`config.mk`:
```
export PLATFORM = sky130hd
export DESIGN_NAME = tod_tx_sched
export DESIGN_NICKNAME = d
export VERILOG_FILES = /design/src/rtl/tod_tx_sched.sv
export SDC_FILE = /design/constraint.sdc
export NUM_CORES = 1
export LEC_CHECK = 0
export CORE_AREA = 2 2 125 188
export DETAILED_ROUTE_END_ITERATION = 7
export DIE_AREA = 0 0 127 190
export GPL_TIMING_DRIVEN = 0
export HOLD_SLACK_MARGIN = 0.06
export MAX_ROUTING_LAYER = met4
export PLACE_DENSITY = 0.53
export RECOVER_POWER = 50
export SYNTH_ARGS = -nofsm -noshare
export SYNTH_HDL_FRONTEND = slang
export SYNTH_SLANG_ARGS = --single-unit
export TNS_END_PERCENT = 1
```
`constraint.sdc`:
```
create_clock -name clk_125m -period 3.94 [get_ports clk_125m]
set_input_delay 0.394 -clock clk_125m [delete_from_list [all_inputs] [get_ports clk_125m]]
set_output_delay 0.394 -clock clk_125m [all_outputs]
set_load 0.01 [all_outputs]
```
`src/rtl/tod_tx_sched.sv`:
```
// Per-second ToD frame scheduler: snapshots ToD fields on each PPS edge and, after
// TX_DELAY_CYC cycles, streams a 14-byte checksummed frame over valid/ready.
// Optional macro TOD_TX_SEC_INC_EN: frame announces the next second (week rollover aware).
module tod_tx_sched #(
  parameter int unsigned TX_DELAY_CYC = 125_000,
  parameter logic [7:0]  HDR0         = 8'h43,
  parameter logic [7:0]  HDR1         = 8'h4D,
  parameter logic [7:0]  MSG_TYPE     = 8'h01
) (
  input  logic        clk_125m,
  input  logic        rst,
  input  logic        pps,
  input  logic        enable,
  input  logic [15:0] week,
  input  logic [31:0] week_sec,
  input  logic [7:0]  leap_sec,
  input  logic [7:0]  pps_state,
  input  logic [7:0]  timesrc_type,
  input  logic [7:0]  pps_precision,
  output logic [7:0]  tx_data,
  output logic        tx_vld,
  input  logic        tx_rdy,
  output logic        busy,
  output logic        frame_done,
  output logic [7:0]  overrun_cnt
);
  localparam int unsigned    CW       = (TX_DELAY_CYC > 1) ? $clog2(TX_DELAY_CYC) : 1;
  localparam logic [CW-1:0]  CNT_LAST = CW'(TX_DELAY_CYC - 1);
  localparam logic [3:0]     IDX_LAST = 4'd13;

  typedef enum logic [1:0] {IDLE, WAIT, SEND} state_t;

  state_t        state_q, state_d;
  logic          pps_d_q;
  logic [CW-1:0] cnt_q;
  logic [3:0]    idx_q, idx_d;
  logic [7:0]    csum_q, csum_d;
  logic [7:0]    tx_data_q, nxt_byte;
  logic          tx_vld_q;
  logic [7:0]    ovr_q;
  logic [15:0]   week_q;
  logic [31:0]   wsec_q;
  logic [7:0]    leap_q, pstate_q, tsrc_q, prec_q;

  logic pps_edge, start, wait_end, accept, last_acc;

  assign pps_edge = pps & ~pps_d_q;
  assign start    = (state_q == IDLE) & pps_edge & enable;
  assign wait_end = (state_q == WAIT) & (cnt_q == CNT_LAST);
  assign accept   = (state_q == SEND) & tx_vld_q & tx_rdy;
  assign last_acc = accept & (idx_q == IDX_LAST);

  always_ff @(posedge clk_125m or posedge rst) begin
    if (rst) state_q <= IDLE;
    else     state_q <= state_d;
  end

  always_comb begin
    state_d = state_q;
    case (state_q)
      IDLE:    if (start)    state_d = WAIT;
      WAIT:    if (wait_end) state_d = SEND;
      SEND:    if (last_acc) state_d = IDLE;
      default:               state_d = IDLE;
    endcase
  end

  // Running checksum covers bytes 2..12; the mux picks the byte following the one just accepted.
  always_comb begin
    busy       = (state_q != IDLE);
    frame_done = last_acc;
    idx_d      = idx_q + 4'd1;
    csum_d     = csum_q + ((idx_q >= 4'd2) ? tx_data_q : 8'h00);
    case (idx_d)
      4'd1:    nxt_byte = HDR1;
      4'd2:    nxt_byte = MSG_TYPE;
      4'd3:    nxt_byte = week_q[15:8];
      4'd4:    nxt_byte = week_q[7:0];
      4'd5:    nxt_byte = wsec_q[31:24];
      4'd6:    nxt_byte = wsec_q[23:16];
      4'd7:    nxt_byte = wsec_q[15:8];
      4'd8:    nxt_byte = wsec_q[7:0];
      4'd9:    nxt_byte = leap_q;
      4'd10:   nxt_byte = pstate_q;
      4'd11:   nxt_byte = tsrc_q;
      4'd12:   nxt_byte = prec_q;
      4'd13:   nxt_byte = csum_d;
      default: nxt_byte = HDR0;
    endcase
  end

  always_ff @(posedge clk_125m or posedge rst) begin
    if (rst) begin
      pps_d_q   <= 1'b0;
      cnt_q     <= '0;
      idx_q     <= '0;
      csum_q    <= '0;
      tx_data_q <= '0;
      tx_vld_q  <= 1'b0;
      ovr_q     <= '0;
      week_q    <= '0;
      wsec_q    <= '0;
      leap_q    <= '0;
      pstate_q  <= '0;
      tsrc_q    <= '0;
      prec_q    <= '0;
    end else begin
      pps_d_q <= pps;
      if (pps_edge && (state_q != IDLE) && (ovr_q != 8'hFF)) ovr_q <= ovr_q + 8'd1;
      case (state_q)
        IDLE: if (start) begin
          week_q   <= week;
          wsec_q   <= week_sec;
          leap_q   <= leap_sec;
          pstate_q <= pps_state;
          tsrc_q   <= timesrc_type;
          prec_q   <= pps_precision;
          cnt_q    <= '0;
        end
        WAIT: begin
          cnt_q <= cnt_q + 1'b1;
`ifdef TOD_TX_SEC_INC_EN
          // Done once on the first WAIT cycle; header byte 0 never depends on it.
          if (cnt_q == '0) begin
            if (wsec_q == 32'd604_799) begin
              wsec_q <= '0;
              week_q <= week_q + 16'd1;
            end else begin
              wsec_q <= wsec_q + 32'd1;
            end
          end
`endif
          if (wait_end) begin
            idx_q     <= '0;
            csum_q    <= '0;
            tx_vld_q  <= 1'b1;
            tx_data_q <= HDR0;
          end
        end
        SEND: if (accept) begin
          if (idx_q == IDX_LAST) begin
            tx_vld_q <= 1'b0;
          end else begin
            idx_q     <= idx_d;
            csum_q    <= csum_d;
            tx_data_q <= nxt_byte;
          end
        end
        default: ;
      endcase
    end
  end

  assign tx_data     = tx_data_q;
  assign tx_vld      = tx_vld_q;
  assign overrun_cnt = ovr_q;
endmodule

```
==> flow_summary.ini, run 1 <==
[place]
dp.cells = 998
hpwl_um = 16100
gp_congestion = 0.948
dpl_worst_slack_ps = -459
io_buffers = 103

[clock_network]
tritoncts = built
cts_max_level = 4
cts_num_sinks = 129
root_buffer = clkbuf_16
clk_pin_slew_ps = 60
cts_buffer_depth = 2
numCtsBuffers = 17
insertion_delay_ps = 430
cts_hold_buffers = 0

[min_path]
holdPathEnd = cnt_q[15]
hold_depth = 1
min_path_type = reg2reg
min_from = cnt_q[15]

[power_and_ir_drop]
cellPowerDensity_nw_per_um2 = 525
p_leak_uw = 0.00369
ir_drop_uv = 289

[layout]
final_util_pct = 38.6
fin_cells = 1030
drive_gt1_share_pct = 18.4
diodes = 0
syn_to_final_growth_pct = 30.7
fillers = 2267
fin_nets = 839

[setup_path]
r2r-start = idx_q[1]
critPathArrivalTime_ps = 4020
r2r-end = tx_data[4]
path_max_fanout = 11
required_ps = 4230
r2r_cells = 13
crit_type = reg2reg
end_kind = register
r2r_slack_ps = 210
start_kind = register

[yosys]
synth.top_cell.area_share_pct = 48.3
yosys.area.top_type = dfrtp_1
synthAdderAreaFrac_pct = 2.92
synth_top_family_by_area = compound AO/OA/AOI/OAI gates
synth-simple-area-share_pct = 13.7
ys_types = 67
yosys_warnings = 0
synth-async-reset-ratio_pct = 100
ys_top_cells_by_area = dfrtp_1 (48%), mux2_2 (14%), nand2_1 (2.8%), ha_1 (2.6%), nand4_1 (2.5%)
synthesis.area_um2 = 6690
yosysMostFrequentCell = dfrtp_1
yosys_register_bits = 129
synth_edf_count = 0
synth_area_per_cell_um2 = 10.9
synth_compound_area_share_pct = 15.8
syn-instance-count = 614
synth_xor_area_share_pct = 1.70
muxShareOfSynthArea_pct = 14.4
ys_seq_area_share_pct = 48.3
syn-num-nets = 714
synth.top_cells.by_count = dfrtp_1 (129), mux2_2 (82), nand2_1 (50)
synthFlopType = dfrtp_1

[global_route]
antenna_found_initial = 0
met2_usage_pct = 32.9
grt_max_degree = 66
grt-ovfl-total = 0
met1_usage_pct = 21.2
grt_use_met3_pct = 2.42
grt_pass1_vias = 5613
grt.busiest_layer = met2
grt_pass1_wl_um = 33300
grtUsageTotal_pct = 18.9

[routing]
drt_iter0_drc = 432
wl_per_cell_um = 20.8
vias = 5458
first_pass_iters = 5
drc = 0
wirelength_um = 21400
vias_per_cell = 5.30
drtAntennaViolNets = 0

[timing]
tightestPinTransition_ps = 2540
max_freq_ghz = 0.268
period_minus_slack_ps = 3730
setup_tns_ps = 0
slew_headroom_pct = -69.3
grt_setup_unrepaired = no
setup-violations-final = 0
clock_skew_ps = 17.4
fin_ws_ps = 211
report.final.slew_viol_count = 65
finalHoldViolations = 0
min_period_over_period_pct = 94.7

[status]
violations = max-capacitance violations, max-slew violations
status = complete, but fails checks

[die]
core_um2 = 22600
die_w_um = 127
die_h_um = 190
io-pin-count = 104
design.die.area_um2 = 24100
initial_utilization_pct = 29.5
row_count = 68

[run]
max-cap-violations = 1
-- state kept, by name, summed over array words and instances (netlist names) --
register     count
cnt_q           17
csum_q           8
idx_q            4
leap_q           8
overrun_cnt      8
pps_d_q          1
prec_q           8
pstate_q         8
state_q          2
tsrc_q           8
tx_data          8
tx_vld           1
week_q          16
wsec_q          32
-- how the worst max path moves through the flow --
stage,startpoint,endpoint,slack [ps],cells after the start
global placement,rst,week_q[8],-1990,2
global route,idx_q[1],tx_data[4],80,13
finish,idx_q[1],tx_data[4],210,13
floorplan,rst,cnt_q[0],110,1
detailed placement,idx_q[0],tx_data[1],-460,14
CTS,idx_q[0],tx_data[1],50,14
-- metrics by stage --
stage / area (um2) / hold slack (ps) / total power, uW
3_5_place_dp: 8110 / 479 / 2960
2_1_floorplan: 6690 / 425 / 2550
5_1_grt: 8740 / 497 / 4810
4_1_cts: 8740 / 444 / 4640
6_report: 8740 / 480 / 4590
3_3_place_gp: 8070 / 465 / 2930
-- final cells by class --
| type | instances | area, um2 | area share, % |
|---|---|---|---|
| buffer | 37 | 170 | 1.95 |
| clock buffer | 20 | 447 | 5.11 |
| clock inverter | 10 | 161 | 1.85 |
| inverter | 10 | 37.5 | 0.429 |
| multi-input combinational | 437 | 3270 | 37.4 |
| sequential | 129 | 3230 | 36.9 |
| tap | 280 | 350 | 4.01 |
| timing repair buffer | 107 | 1080 | 12.4 |
-- cells by family (layout without fill, tap and decap cells) --
kind of cell               after synthesis  after routing
AOI/OAI and AO/OA                      145            145
and+or+nand+nor                        178            178
buffers and inverters                   48            184
DFF                                    129            129
xor gates and xnor gates                13             13
muxes                                   86             86
adders and majority gates               15             15
-- layer usage --
metal  share of wire [%]  vias up  wire length (um)
met3                 3.1       45               664
met4                 3.7        0               794
met5                   0        -                 0
met2                  55      162             11700
met1                  39     2688              8270
li1                    -     2563                 -
-- placed cells by master, fill, tap and decap left out, types with 3 or more instances in the layout --
| cell | instances |
|---|---|
| buf_2 | 9 |
| xnor2_1 | 8 |
| xor2_1 | 5 |
| nor2b_1 | 9 |
| buf_4 | 4 |
| bufinv_16 | 4 |
| clkdlybuf4s50_1 | 101 |
| o211ai_1 | 4 |
| dfrtp_1 | 128 |
| a31oi_1 | 9 |
| o31ai_1 | 5 |
| clkbuf_16 | 17 |
| nand3_1 | 25 |
| nand4_1 | 27 |
| nor3_1 | 8 |
| a32o_1 | 4 |
| clkinvlp_4 | 3 |
| clkbuf_1 | 24 |
| a21o_1 | 6 |
| a22oi_1 | 16 |
| o22ai_1 | 5 |
| mux2i_1 | 3 |
| nand2_1 | 50 |
| mux2_2 | 82 |
| a22o_1 | 16 |
| and3_1 | 11 |
| ha_1 | 13 |
| nor2_1 | 25 |
| o21ai_0 | 25 |
| inv_1 | 10 |
| a221oi_1 | 6 |
| nand2b_1 | 4 |
| a21oi_1 | 18 |
| a32oi_1 | 5 |
| and2_1 | 3 |
-- power by group --
part / internal, uW / switching (uW) / total, uW / leakage [uW]
logic: 514 / 314 / 828 / 0.00183
registers: 1750 / 361 / 2110 / 0.00158
clock network: 1070 / 589 / 1650 / 0.000288
-- critical path, cell delays in order, from the launching register on --
cell and delay [ps]:
dfrtp_1 540, ha_2 370, clkbuf_2 290, nor4_4 290, buf_4 190, nor2_1 50, ha_1 200, fa_1 440
a21o_1 190, a21oi_1 170, xor2_1 230, nor2_1 60, a221oi_1 420, a31oi_1 150
-- timing repair --
action	CTS	global route
pin swaps	1	0
endpoints found under the hold margin	0	0
resized for setup	2	2
setup buffers	3	0
endpoints found under the setup margin	7	4
(Power assumes the default switching activity.)
==> inputs of run 2 (changes only) <==
Settings changed: PLACE_DENSITY 0.53 to default.
==> run 2 against run 1 <==
Compared with the run above: the flow still finishes with violations (max-capacitance violations, max-slew violations); worst hold slack worse by 2.6 ps; sequential power hardly changed; clock power is 5% lower; non-clock buffer count is 1 higher; cell area is 0.14% lower; sequential share of layout area is 0.053 points higher; die area stayed put; count of clock-buffer cells in the layout stayed put; power is 1.6% lower; critical endpoint is now tx_data[1].
==> flow_summary.ini, run 2 (same netlist as run 1, synthesis figures left out) <==
[power_and_ir_drop]
ir_drop_uv = 289
p_leak_uw = 0.00369
cellPowerDensity_nw_per_um2 = 518

[layout]
diodes = 0
largest_reg_flops = 32
final_cell_mix = dfrtp_1 (128), clkdlybuf4s50_1 (101), mux2_2 (82)
fin_nets = 840
final_util_pct = 38.6
fin_area_um2 = 8730
largest-register = wsec_q
layout_commonest_cell = dfrtp_1
fin_cells = 1032
drive_gt1_share_pct = 18.8
syn_to_final_growth_pct = 30.6
reg.largest.list = wsec_q x32, cnt_q x17, week_q x16

[clock_network]
cts_num_sinks = 129
root_buffer = clkbuf_16
cts_hold_buffers = 0
tritoncts = built
insertion_delay_ps = 420
numCtsBuffers = 17
clk_pin_slew_ps = 60
cts_buffer_depth = 2
cts_max_level = 4

[timing]
min_period_over_period_pct = 95.3
finalHoldViolations = 0
tightestPinTransition_ps = 2490
max_freq_ghz = 0.266
setup-violations-final = 0
fin_ws_ps = 185
grt_setup_unrepaired = no
period_minus_slack_ps = 3750
slew_headroom_pct = -66.1
clock_skew_ps = 9.97
report.final.slew_viol_count = 63

[die]
die_h_um = 190
design.die.area_um2 = 24100
initial_utilization_pct = 29.5
die_w_um = 127
row_count = 68
core_um2 = 22600
io-pin-count = 104

[global_route]
grt_pass1_wl_um = 32900
grt-ovfl-total = 0
grt_pass1_vias = 5676
antenna_found_initial = 0
grtUsageTotal_pct = 18.6
grt_max_degree = 68

[setup_path]
required_ps = 4220
path_max_fanout = 11
critPathArrivalTime_ps = 4030
start_kind = register
end_kind = register
cpMostUsedCell = nor2_1
crit_type = reg2reg
cp_slowest_cell = dfrtp_1
crit_chain = ha_2 -> clkbuf_2 -> nor4_4 -> buf_4 -> nor2_1 -> ha_1 -> fa_1 -> nand2_1 -> nor2_1 -> a31oi_1 -> o31ai_1 -> a311oi_1 -> a32oi_1
crit_buf_inv = 2
cp_top_family = adder cells
cpPeakStageDelay_ps = 610

[routing]
drc = 0
wl_per_cell_um = 20.7
vias = 5540
drtAntennaViolNets = 0
first_pass_iters = 6
wirelength_um = 21400
drt_iter0_drc = 316
vias_per_cell = 5.37

[place]
placed_cell_area_um2 = 8110
io_buffers = 103
dpl_worst_slack_ps = -430
hpwl_um = 16300
gp_congestion = 0.972
dp.cells = 998

[status]
violations = max-capacitance violations, max-slew violations
status = complete, but fails checks

[min_path]
min_path_type = reg2reg

[run]
max-cap-violations = 1
-- run 2: cell type report --
cell class	count	area, um2
Timing Repair Buffer	108	1090
Sequential cell	129	3230
Buffer	37	170
Tap cell	280	350
Inverter	10	37.5
Clock inverter	11	131
Multi-Input combinational cell	437	3270
Fill cell	2287	13900
Clock buffer	20	457
-- run 2: final timing paths --
| kind | startpoint | to | slack (ps) | depth (start not counted) |
|---|---|---|---|---|
| max | idx_q[1] | tx_data[1] | 190 | 13 |
| min | cnt_q[15] | cnt_q[15] | 480 | 1 |
| max reg2reg | idx_q[1] | tx_data[1] | 190 | 13 |
| min reg2reg | cnt_q[15] | cnt_q[15] | 480 | 1 |
| max in group asynchronous | rst | pstate_q[0] | 1210 | 2 |
| min in group asynchronous | rst | wsec_q[14] | 1280 | 2 |
-- run 2: where the power goes --
part / internal [uW] / switching, uW
Sequential: 1750 / 372
Combinational: 515 / 314
Clock: 966 / 605
-- run 2: metrics by stage --
step | setup TNS, ps | hold WS, ps | total power (uW)
2_1_floorplan | 0 | 425 | 2550
3_3_place_gp | -252060 | 462 | 2940
3_5_place_dp | -1700 | 471 | 2980
4_1_cts | 0 | 424 | 4560
5_1_grt | 0 | 493 | 4750
6_report | 0 | 477 | 4520
-- run 2: repair_timing --
action | CTS | global route
pin swaps | 1 | 0
resized for setup | 2 | 2
setup buffers | 4 | 0
endpoints found under the setup margin | 7 | 4
-- run 2: per-layer routing --
| layer | up-vias | wire length, um | track usage [%] |
|---|---|---|---|
| li1 | 2576 | - | - |
| met5 | - | 0 | - |
| met4 | 0 | 1130 | 10.1 |
| met3 | 55 | 610 | 2.64 |
| met1 | 2749 | 8310 | 20.5 |
| met2 | 160 | 11300 | 32.2 |
-- run 2: worst register-to-register path, stage by stage, from the launching register on --
cell,delay (ps)
dfrtp_1,610
ha_2,480
clkbuf_2,360
nor4_4,80
buf_4,170
nor2_1,100
ha_1,200
fa_1,520
nand2_1,100
nor2_1,50
a31oi_1,140
o31ai_1,90
a311oi_1,530
a32oi_1,190
==> inputs of run 3 (changes only) <==
Settings changed: CORE_AREA 2 2 125 188 to 2 2 99 149, DIE_AREA 0 0 127 190 to 0 0 101 151, PLACE_DENSITY from default to 0.75.
==> run 3 against run 2 <==
Compared with the run above: the flow still finishes with violations (max-capacitance violations, max-slew violations); largest power group unchanged; worst hold slack better by 4.7 ps; global-route usage is 10 points higher; first-iteration DRC count is 4.4% higher; clock skew hardly changed; sequential power hardly changed; final cell count is 11% lower; sequential cell count stayed put; setup slack better by 86 ps; utilization is 23 points higher.
==> flow_summary.ini, run 3 (same netlist as run 1, synthesis figures left out) <==
[status]
status = complete, but fails checks
violations = max-capacitance violations, max-slew violations

[power_and_ir_drop]
p_leak_uw = 0.00369
finalPower_uw = 4540
pwr-share-seq_pct = 46.3
cellPowerDensity_nw_per_um2 = 529
switching_share_pct = 28.7
internal_power_uw = 3240
switching_power_uw = 1300
clkPwrFrac_pct = 35.2
power_frac_comb_pct = 18.6
ir_drop_uv = 311

[routing]
vias = 5580
first_pass_iters = 6
drc = 0
wl_per_cell_um = 22.4
drt_iter0_drc = 330
wirelength_um = 20500
drtAntennaViolNets = 0
vias_per_cell = 6.09

[run]
max-cap-violations = 1

[min_path]
min_from = cnt_q[16]
min_path_type = reg2reg

[die]
die_w_um = 101
die_h_um = 151
core_um2 = 13900
row_count = 53
io-pin-count = 104
design.die.area_um2 = 15300
initial_utilization_pct = 48.0

[layout]
layout_commonest_cell = dfrtp_1
drive_gt1_share_pct = 18.6
multi_input_area_um2 = 3270
diodes = 0
syn_to_final_growth_pct = 28.4
fillers = 1152
regArea_um2 = 3230
largest_reg_flops = 32
final_cell_mix = dfrtp_1 (129), clkdlybuf4s50_1 (101), mux2_2 (82)
reg.largest.list = wsec_q x32, cnt_q x17, week_q x16
fin_cells = 916
fin_nets = 838
largest-register = wsec_q

[timing]
clock_skew_ps = 10.4
tightestPinTransition_ps = 2570
period_minus_slack_ps = 3670
finalHoldViolations = 0
grt_setup_unrepaired = no
min_period_over_period_pct = 93.1
report.final.slew_viol_count = 64
fin_ws_ps = 272
setup-violations-final = 0
max_freq_ghz = 0.273
slew_headroom_pct = -71.3
setup_tns_ps = 0

[setup_path]
crit_chain = inv_1 -> ha_2 -> clkbuf_2 -> nor4_4 -> buf_4 -> nor2_1 -> ha_1 -> fa_1 -> nand2_1 -> nor2_1 -> a31oi_1 -> o31ai_1 -> a311oi_1 -> a32oi_1
cp_top_family = adder cells
cpPeakStageDelay_ps = 540
start_kind = register
crit_buf_inv = 3
r2r-start = idx_q[0]
critPathArrivalTime_ps = 3930
required_ps = 4200
cpMostUsedCell = nor2_1
end_kind = register
path_max_fanout = 10
crit_type = reg2reg
cp_slowest_cell = fa_1
crit_start = idx_q[0]

[place]
dpl_worst_slack_ps = -274
gp_congestion = 0.980
io_buffers = 103
dp.cells = 883
hpwl_um = 15400

[global_route]
grt_pass1_vias = 5847
grt-ovfl-total = 0
antenna_found_initial = 0
grt_max_degree = 67
grtUsageTotal_pct = 28.9
grt_pass1_wl_um = 32000

[clock_network]
cts_max_level = 4
root_buffer = clkbuf_16
tritoncts = built
cts_buffer_depth = 2
cts_num_sinks = 129
numCtsBuffers = 17
clk_pin_slew_ps = 60
cts_hold_buffers = 0
insertion_delay_ps = 410
-- run 3: path summary, 6_finish.rpt --
| check | slack, ps | endpoint | cells after the start |
|---|---|---|---|
| worst max register to register | 270 | tx_data[1] | 14 |
| worst min-delay path | 480 | cnt_q[16] | 1 |
| min in group asynchronous | 1320 | overrun_cnt[3] | 2 |
| worst min register to register | 480 | cnt_q[16] | 1 |
| max in group asynchronous | 1140 | csum_q[0] | 2 |
| worst max-delay path | 270 | tx_data[1] | 14 |
-- run 3: layer usage --
| metal | vias to the layer above | track usage (%) | part of all wire [%] |
|---|---|---|---|
| li1 | 2565 | - | - |
| met1 | 2794 | 32.5 | 38 |
| met2 | 179 | 50.6 | 54 |
| met3 | 42 | 4.57 | 3.9 |
| met4 | 0 | 12.2 | 3.4 |
| met5 | - | - | 0 |
-- run 3: through the flow --
stage          cell area [um2]  hold slack [ps]  utilization (%)
2_1_floorplan             6690              425                -
3_3_place_gp              7920              472             56.9
3_5_place_dp              7960              469             57.2
4_1_cts                   8590              437             61.7
5_1_grt                   8580              504             61.6
6_report                  8580              482             61.6
-- run 3: timing repair --
| item | 4_1_cts | 5_1_grt |
|---|---|---|
| setup buffers | 2 | 0 |
| pin swaps | 1 | 0 |
| gates resized for setup | 2 | 1 |
| setup endpoints to repair | 6 | 5 |
-- run 3: worst reg2reg max path: cells and delay by family (launching register included) --
family	cells	cell delay, ps
AO/OA/AOI/OAI	4	880
adder cells (fa/ha/maj)	3	1050
buffers and inverters	3	600
flip-flops	1	510
AND/OR/NAND/NOR	4	490
-- run 3: final cells by class --
| type | count | area share [%] |
|---|---|---|
| Timing Repair Buffer | 106 | 12.5 |
| Buffer | 37 | 1.98 |
| Multi-Input combinational cell | 437 | 38.0 |
| Clock buffer | 19 | 5.28 |
| Sequential cell | 129 | 37.6 |
| Clock inverter | 13 | 1.75 |
| Tap cell | 165 | 2.40 |
| Inverter | 10 | 0.437 |
-- run 3: power groups by stage --
stage | sequential, uW | combinational, uW | clock [uW]
3_5_place_dp | 2110 | 846 | 0
6_report | 2100 | 843 | 1600
3_3_place_gp | 2100 | 806 | 0
4_1_cts | 2090 | 850 | 1610
5_1_grt | 2140 | 928 | 1680
2_1_floorplan | 1980 | 565 | 0
